### src/rtl/video_timing_generator_pkg.sv
// Shared definitions for the video timing generator: phase encoding and 640x480 defaults.
package video_timing_defs;

    typedef enum logic [1:0] {
        PH_ACTIVE = 2'd0,
        PH_FRONT  = 2'd1,
        PH_SYNC   = 2'd2,
        PH_BACK   = 2'd3
    } phase_t;

    localparam int DEF_H_ACTIVE        = 640;
    localparam int DEF_H_FRONT_PORCH   = 16;
    localparam int DEF_H_SYNC_WIDTH    = 96;
    localparam int DEF_H_BACK_PORCH    = 48;
    localparam int DEF_V_ACTIVE        = 480;
    localparam int DEF_V_FRONT_PORCH   = 10;
    localparam int DEF_V_SYNC_WIDTH    = 2;
    localparam int DEF_V_BACK_PORCH    = 33;

    // Phases run in encoding order, so the successor is a 2-bit increment.
    function automatic phase_t next_phase(input phase_t p);
        return phase_t'(p + 2'd1);
    endfunction

endpackage

### src/rtl/video_timing_generator_sync_phase_counter.sv
// One timing axis: walks ACTIVE/FRONT/SYNC/BACK, counting cycles within each phase.
module sync_phase_counter
    import video_timing_defs::*;
#(
    parameter int active_len = 640,
    parameter int front_len  = 16,
    parameter int sync_len   = 96,
    parameter int back_len   = 48
) (
    input  logic        input_clock,
    input  logic        reset,
    input  logic        advance,
    output phase_t      phase,
    output logic [11:0] count,
    output logic        wrap
);

    logic [11:0] phase_len;
    logic        last;

    always_comb begin
        phase_len = 12'(active_len);
        case (phase)
            PH_ACTIVE: phase_len = 12'(active_len);
            PH_FRONT:  phase_len = 12'(front_len);
            PH_SYNC:   phase_len = 12'(sync_len);
            PH_BACK:   phase_len = 12'(back_len);
            default:   phase_len = 12'(active_len);
        endcase
    end

    assign last = (count == phase_len - 12'd1);
    assign wrap = advance && last && (phase == PH_BACK);

    always_ff @(posedge input_clock) begin
        if (!reset) begin
            phase <= PH_ACTIVE;
            count <= 12'd0;
        end else if (advance) begin
            if (last) begin
                phase <= next_phase(phase);
                count <= 12'd0;
            end else begin
                count <= count + 12'd1;
            end
        end
    end

endmodule

### src/rtl/video_timing_generator.sv
// Raster timing generator: horizontal and vertical phase counters plus registered sync/DE outputs.
module video_timing_generator
    import video_timing_defs::*;
#(
    parameter int h_active      = DEF_H_ACTIVE,
    parameter int h_front_porch = DEF_H_FRONT_PORCH,
    parameter int h_sync_width  = DEF_H_SYNC_WIDTH,
    parameter int h_back_porch  = DEF_H_BACK_PORCH,
    parameter int v_active      = DEF_V_ACTIVE,
    parameter int v_front_porch = DEF_V_FRONT_PORCH,
    parameter int v_sync_width  = DEF_V_SYNC_WIDTH,
    parameter int v_back_porch  = DEF_V_BACK_PORCH,
    parameter int sync_polarity = 0
) (
    input  logic        input_clock,
    input  logic        reset,
    input  logic        enable,
    output logic        hsync,
    output logic        vsync,
    output logic        data_enable,
    output logic [11:0] pixel_x,
    output logic [11:0] pixel_y,
    output logic        frame_start,
    output logic        line_start
);

    localparam logic sync_on = (sync_polarity != 0);

    phase_t      h_phase, v_phase;
    logic [11:0] h_cnt, v_cnt;
    logic        h_wrap, v_wrap_unused;
    logic        de_next;

    sync_phase_counter #(
        .active_len(h_active), .front_len(h_front_porch),
        .sync_len(h_sync_width), .back_len(h_back_porch)
    ) u_h (
        .input_clock(input_clock), .reset(reset), .advance(enable),
        .phase(h_phase), .count(h_cnt), .wrap(h_wrap)
    );

    // The vertical axis steps once per line, on the cycle that closes H_BACK.
    sync_phase_counter #(
        .active_len(v_active), .front_len(v_front_porch),
        .sync_len(v_sync_width), .back_len(v_back_porch)
    ) u_v (
        .input_clock(input_clock), .reset(reset), .advance(h_wrap),
        .phase(v_phase), .count(v_cnt), .wrap(v_wrap_unused)
    );

    assign de_next = (h_phase == PH_ACTIVE) && (v_phase == PH_ACTIVE);

    // Counters point at the pixel to present on the next enabled edge, so outputs are a
    // registered decode of the current position.
    always_ff @(posedge input_clock) begin
        if (!reset) begin
            hsync       <= ~sync_on;
            vsync       <= ~sync_on;
            data_enable <= 1'b0;
            pixel_x     <= 12'd0;
            pixel_y     <= 12'd0;
            frame_start <= 1'b0;
            line_start  <= 1'b0;
        end else if (enable) begin
            hsync       <= (h_phase == PH_SYNC) ? sync_on : ~sync_on;
            vsync       <= (v_phase == PH_SYNC) ? sync_on : ~sync_on;
            data_enable <= de_next;
            pixel_x     <= de_next ? h_cnt : 12'd0;
            pixel_y     <= de_next ? v_cnt : 12'd0;
            line_start  <= de_next && (h_cnt == 12'd0);
            frame_start <= de_next && (h_cnt == 12'd0) && (v_cnt == 12'd0);
        end
    end

endmodule

### config.mk
export PLATFORM = sky130hd
export DESIGN_NAME = video_timing_generator
export DESIGN_NICKNAME = d
export VERILOG_FILES = /design/src/rtl/video_timing_generator_pkg.sv /design/src/rtl/video_timing_generator_sync_phase_counter.sv /design/src/rtl/video_timing_generator.sv
export SDC_FILE = /design/constraint.sdc
export NUM_CORES = 1
export LEC_CHECK = 0
export ABC_AREA = 1
export ABC_CLOCK_PERIOD_IN_PS = 2350
export BUFFER_PORTS_ARGS = -buffer_cell sky130_fd_sc_hd__buf_2
export CAP_MARGIN = 0
export CORE_ASPECT_RATIO = 2
export CORE_MARGIN = 4
export CORE_UTILIZATION = 50
export CTS_BUF_LIST = sky130_fd_sc_hd__clkbuf_4 sky130_fd_sc_hd__clkbuf_8
export CTS_CLUSTER_DIAMETER = 40
export DETAILED_ROUTE_END_ITERATION = 10
export GPL_TIMING_DRIVEN = 1
export PLACE_DENSITY = 0.7
export SYNTH_ARGS = -nofsm -noshare
export SYNTH_HDL_FRONTEND = slang
export SYNTH_SLANG_ARGS = --single-unit
### constraint.sdc
create_clock -name input_clock -period 2.35 [get_ports input_clock]
set_input_delay 0.3525 -clock input_clock [delete_from_list [all_inputs] [get_ports input_clock]]
set_output_delay 0.3525 -clock input_clock [all_outputs]
set_load 0.005 [all_outputs]
### After elaboration in Yosys (flattened, before gate mapping)

Cells that the tools add are included.

* add/sub/neg operators: 6
* eq/ne operators: 8
* muxes and demuxes: 8
* reductions and logical operators: 11

Operators with widths (number)
* $pmux W12 S4: 2
* $mux W12: 4
* $add A12 B1 Y12 const B: 2
* $eq A12 B12 Y1: 2
* $logic_not A12 Y1: 2
* $sub A12 B1 Y12 const B: 2
* $eq A2 B2 Y1 const B: 4
* $logic_and A1 B1 Y1: 5
* $add A2 B1 Y2 const B: 2
* $eq A2 B1 Y1 const B: 2
* $logic_not A2 Y1: 2
* $reduce_and A2 Y1: 2
* $mux W1: 2

* flip-flop bits (word level): 57
* bits of input ports: 3
* output and inout port bits: 29
* word-level logic and storage cells: 44

### Depth between registers and ports, before layout

* word-level depth: 7
* depth in mapped cells: 13

### Hierarchy

A second synthesis with hierarchy kept.

* cell total of the unflattened synthesis: 416
* area total of the unflattened synthesis: 2886.5 µm²

Modules (own cells, without submodules)
* video_timing_generator: instances 1, cells an instance 152, area an instance 1117.3 µm², seq. area each 580.6 µm²
* sync_phase_counter (u_v): instances 1, cells an instance 137, area an instance 903.4 µm², seq. area each 280.3 µm²
* sync_phase_counter (u_h): instances 1, cells an instance 127, area an instance 865.8 µm², seq. area each 280.3 µm²

### Worst setup path after synthesis

No wires, ideal clock.

* path kind: input to register
* start point: input u_h.phase[0]
* end point: register u_v.count[7]
* setup time: 109 ps
* data arrival time: 1638 ps
* required time: 2241 ps
* slack: 603 ps
* cell stages on the path: 14
* path buffers: 0
* cell sequence: dfxtp_1 inv_2 ha_1 inv_1 nand2_2 nand2_2 nor2_4 nand3_4 nor3_4 nand2_1 nand2_1 nand2_1 nand2_1 inv_1

* word-level cells in the longest chain between the ends: 6

Ends and longest elaborated chain
* start: declaration: RTL line video_timing_generator_sync_phase_counter.sv:13 `output phase_t phase,`
* $eq A2 B2 Y1 (tied with other cells): RTL line video_timing_generator_sync_phase_counter.sv:23, video_timing_generator_sync_phase_counter.sv:33
* $pmux W12 S4: RTL line video_timing_generator_sync_phase_counter.sv:23 `case (phase)`
* $sub A12 B1 Y12: RTL line video_timing_generator_sync_phase_counter.sv:32 `assign last = (count == phase_len - 12'd1);`
* $eq A12 B12 Y1: RTL line video_timing_generator_sync_phase_counter.sv:32
* $logic_and A1 B1 Y1: RTL line video_timing_generator_sync_phase_counter.sv:33 `assign wrap = advance && last && (phase == PH_BACK);`
* $logic_and A1 B1 Y1 (*): RTL line video_timing_generator_sync_phase_counter.sv:33
* end signal: assignment: RTL line video_timing_generator_sync_phase_counter.sv:44 `count <= count + 12'd1;`
* end: declaration: RTL line video_timing_generator_sync_phase_counter.sv:14 `output logic [11:0] count,`

Mark *: on every way between the ends. The rest lies on a longest branch, timed or not. The select of a mux whose other input is x is not followed.
A chain may end at the register's enable or synchronous reset.

### Worst setup path after layout

* start point: input u_h.phase[0]
* end point: register u_v.count[10]

The elaborated chain is that of the path after synthesis.

==> key figures <==
Clocking
  • # H-tree levels: 3
  • Clk_lat worst skew: 350 ps
  • Hold Buf Count CTS: 0
  • CTS resizes: 0
  • Clock-pin slew on the worst setup and hold paths: 70 ps
  • Num CTS Buffers: 9
  • Root Driver: clkbuf_8
  • Postcts setup bufs: 0
  • CTS tree: built
  • CTS sink count: 57
  • Clock buffer depth: 2

STA
  • RSZ-0062 raised after global routing: false
  • Final Hold Viols: 0
  • Period Utilization, post-route: 83.1%
  • Post-layout min period: 1950 ps
  • Max Fclk: 512 MHz
  • Final max-slew violation count: 0
  • Slew @ Worst Pin: 453 ps
  • Clk_skew: 6.97 ps
  • Slew headroom: 69.8%
  • Setup TNS: 0 ps
  • Setup violators final: 0

Hold path
  • Tightest Hold Check Type: in2reg

Global route
  • Pin count of the biggest net entering global routing: 36
  • Number of global-route vias before repair: 2708
  • GRT Total Usage: 23.1%
  • Grt ovf: 0
  • Initial antenna violation count: 0
  • First-pass GRT wire length: 13.0 mm

Floorplan
  • # rows: 39
  • Die span in x: 62.4 um
  • Core area: 5710 sq um
  • Starting density of the core: 51.8%
  • I/O pin cnt: 32
  • Die height: 117 um
  • Die area: 7290 sq um

Placed design
  • DPL Wire Length: 5.99 mm
  • Placed inst area: 3180 sq um
  • PortBufs: 31
  • Gpl congestion: 0.972

Synth
  • Yosys cell types: 30
  • Cells after synthesis: 428
  • FF+latch count, synth: 57
  • Synth warnings: 0
  • Number of flops mapped to enable cells by yosys: 0
  • Syn Nets: 445
  • Mapped cell area: 2960 sq um
  • Synthesized area per cell: 6.91 sq um
  • Top FF cell, synth: dfxtp_1
  • Register area share after synthesis: 38.6%
  • Ys async rst share: 0%

Power
  • Pwr per Cell Area: 663 nW/um^2
  • Sequential share of power: 43.0%
  • Worst IR Drop VDD: 0.000755 V
  • Comb pwr share: 3.4%
  • Leak: 1.55 nW
  • NetSw: 452 uW
  • Sw frac: 19.8%
  • Internal power: 1.83 mW
  • Clock power frac: 53.6%

Detailed routing
  • TritonRoute pass-1 iters: 4
  • Drt drc: 0
  • Drt initial violations: 160
  • Routed WL per cell: 15.0 um
  • Wirelength, routed: 7.96 mm
  • DRT antenna net count: 0
  • Vias per std cell: 5.33
  • Vias post-DR: 2825

Setup path
  • Critical Path Sink Type: flop
  • Critical path class: reg2reg
  • Critical path's top delay family: simple AND/OR/NAND/NOR gates
  • CP cell instances: inv_2 > ha_1 > inv_1 > nand2_2 > nand2_2 > nor2_4 > nand3_4 > nor2_4 > nand2_4 > nor2_4 > nand2_1 > a21oi_1
  • Critical-path top delay cell: dfxtp_1
  • Worst Path Buf+Inv: 2
  • Crit path max fanout: 7
  • CP startpoint kind: flop
  • CP most frequent cell: nor2_4
  • CP required: 2630 ps
  • Worst EP arrival: 2230 ps
  • CP peak stage delay: 430 ps

Cells and area
  • Net count, final: 481
  • Most frequent cells in the layout: nand2_1, dfxtp_1, nor2_1
  • ANT cells: 0
  • Share of layout cells above drive strength 1: 16.6%
  • Commonest non-fill, non-tap cell in the layout: nand2_1
  • Area grow syn2layout: 16.6%
  • Design Area, Final: 3450 sq um

Job
  • Max cap viols: 0

Status
  • Status: finished, final reports clean
[per-layer routing]
layer / wire length, um / track usage, % / vias up
li1: - / - / 1439
met1: 2810 / 21.5 / 1276
met2: 4500 / 44.3 / 76
met4: 365 / 14.9 / 0
met3: 285 / 5.16 / 34
met5: 0 / 0 / -
[worst min-delay path, stage by stage]
cell and delay, ps:
buf_2 190, nand2_1 100, nor2_1 30
[through the flow]
stage	cells	total power, mW	setup slack (ps)	util, %	hold WS, ps
2_1_floorplan	428	1.05	603	-	462
3_3_place_gp	514	1.08	452	55.8	447
3_5_place_dp	514	1.08	411	55.8	452
4_1_cts	530	2.32	392	60.4	362
5_1_grt	530	2.37	237	60.4	378
6_report	530	2.29	397	60.4	370
[synthesized netlist by cell type (3+ instances only)]
| cell type | instances | area (sq um) |
|---|---|---|
| a21oi_1 | 41 | 205 |
| o21ai_0 | 7 | 35.0 |
| nor3b_1 | 3 | 22.5 |
| dfxtp_1 | 57 | 1140 |
| o21ai_1 | 6 | 30.0 |
| nand4_1 | 11 | 68.8 |
| nor2_4 | 6 | 67.6 |
| clkbuf_1 | 6 | 22.5 |
| nor2_1 | 48 | 180 |
| nor4_1 | 4 | 25.0 |
| nand2_2 | 8 | 50.1 |
| inv_2 | 5 | 18.8 |
| xor2_1 | 4 | 35.0 |
| nand3_1 | 15 | 75.1 |
| nand2_1 | 132 | 495 |
| ha_1 | 14 | 175 |
| inv_1 | 40 | 150 |
| buf_2 | 3 | 15.0 |
[logic make-up after synthesis]
family | count (synthesis) | synth area share [%]
xor gates and xnor gates | 4 | 1.18
buffers and inverters | 58 | 7.48
adders and majority gates | 14 | 5.92
AOI/OAI and AO/OA | 59 | 10.4
and+or+nand+nor | 236 | 36.4
DFF | 57 | 38.6
[worst paths after layout]
kind | startpoint | end | slack, ps | depth (start not counted)
worst max register to register | u_h.phase[0] | u_v.count[10] | 400 | 12
worst min register to register | pixel_y[5] | pixel_y[5] | 460 | 2
worst min-delay path | reset | u_v.phase[1] | 370 | 3
worst max-delay path | u_h.phase[0] | u_v.count[10] | 400 | 12
[flip-flops by register name, summed over array words and instances (netlist names)]
| name | count |
|---|---|
| line_start | 1 |
| u_v.phase | 2 |
| u_h.count | 12 |
| pixel_y | 12 |
| frame_start | 1 |
| hsync | 1 |
| pixel_x | 12 |
| vsync | 1 |
| u_h.phase | 2 |
| u_v.count | 12 |
| data_enable | 1 |
[power groups by stage]
| stage | registers [mW] | clock network, mW | logic [mW] |
|---|---|---|---|
| after floorplan | 1.01 | 0 | 0.0495 |
| after global placement | 1.01 | 0 | 0.0782 |
| after detailed placement | 1.01 | 0 | 0.0785 |
| after CTS | 0.984 | 1.25 | 0.0786 |
| after global routing | 0.985 | 1.30 | 0.0871 |
| final | 0.984 | 1.23 | 0.0774 |
[layout make-up]
cell class	count	area [sq um]
Clock buffer	11	139
Clock inverter	5	128
Fill cell	539	2260
Inverter	47	176
Multi-Input combinational cell	313	1600
Sequential cell	57	1140
Tap cell	61	76.3
Timing Repair Buffer	36	193
(Power assumes the default switching activity.)
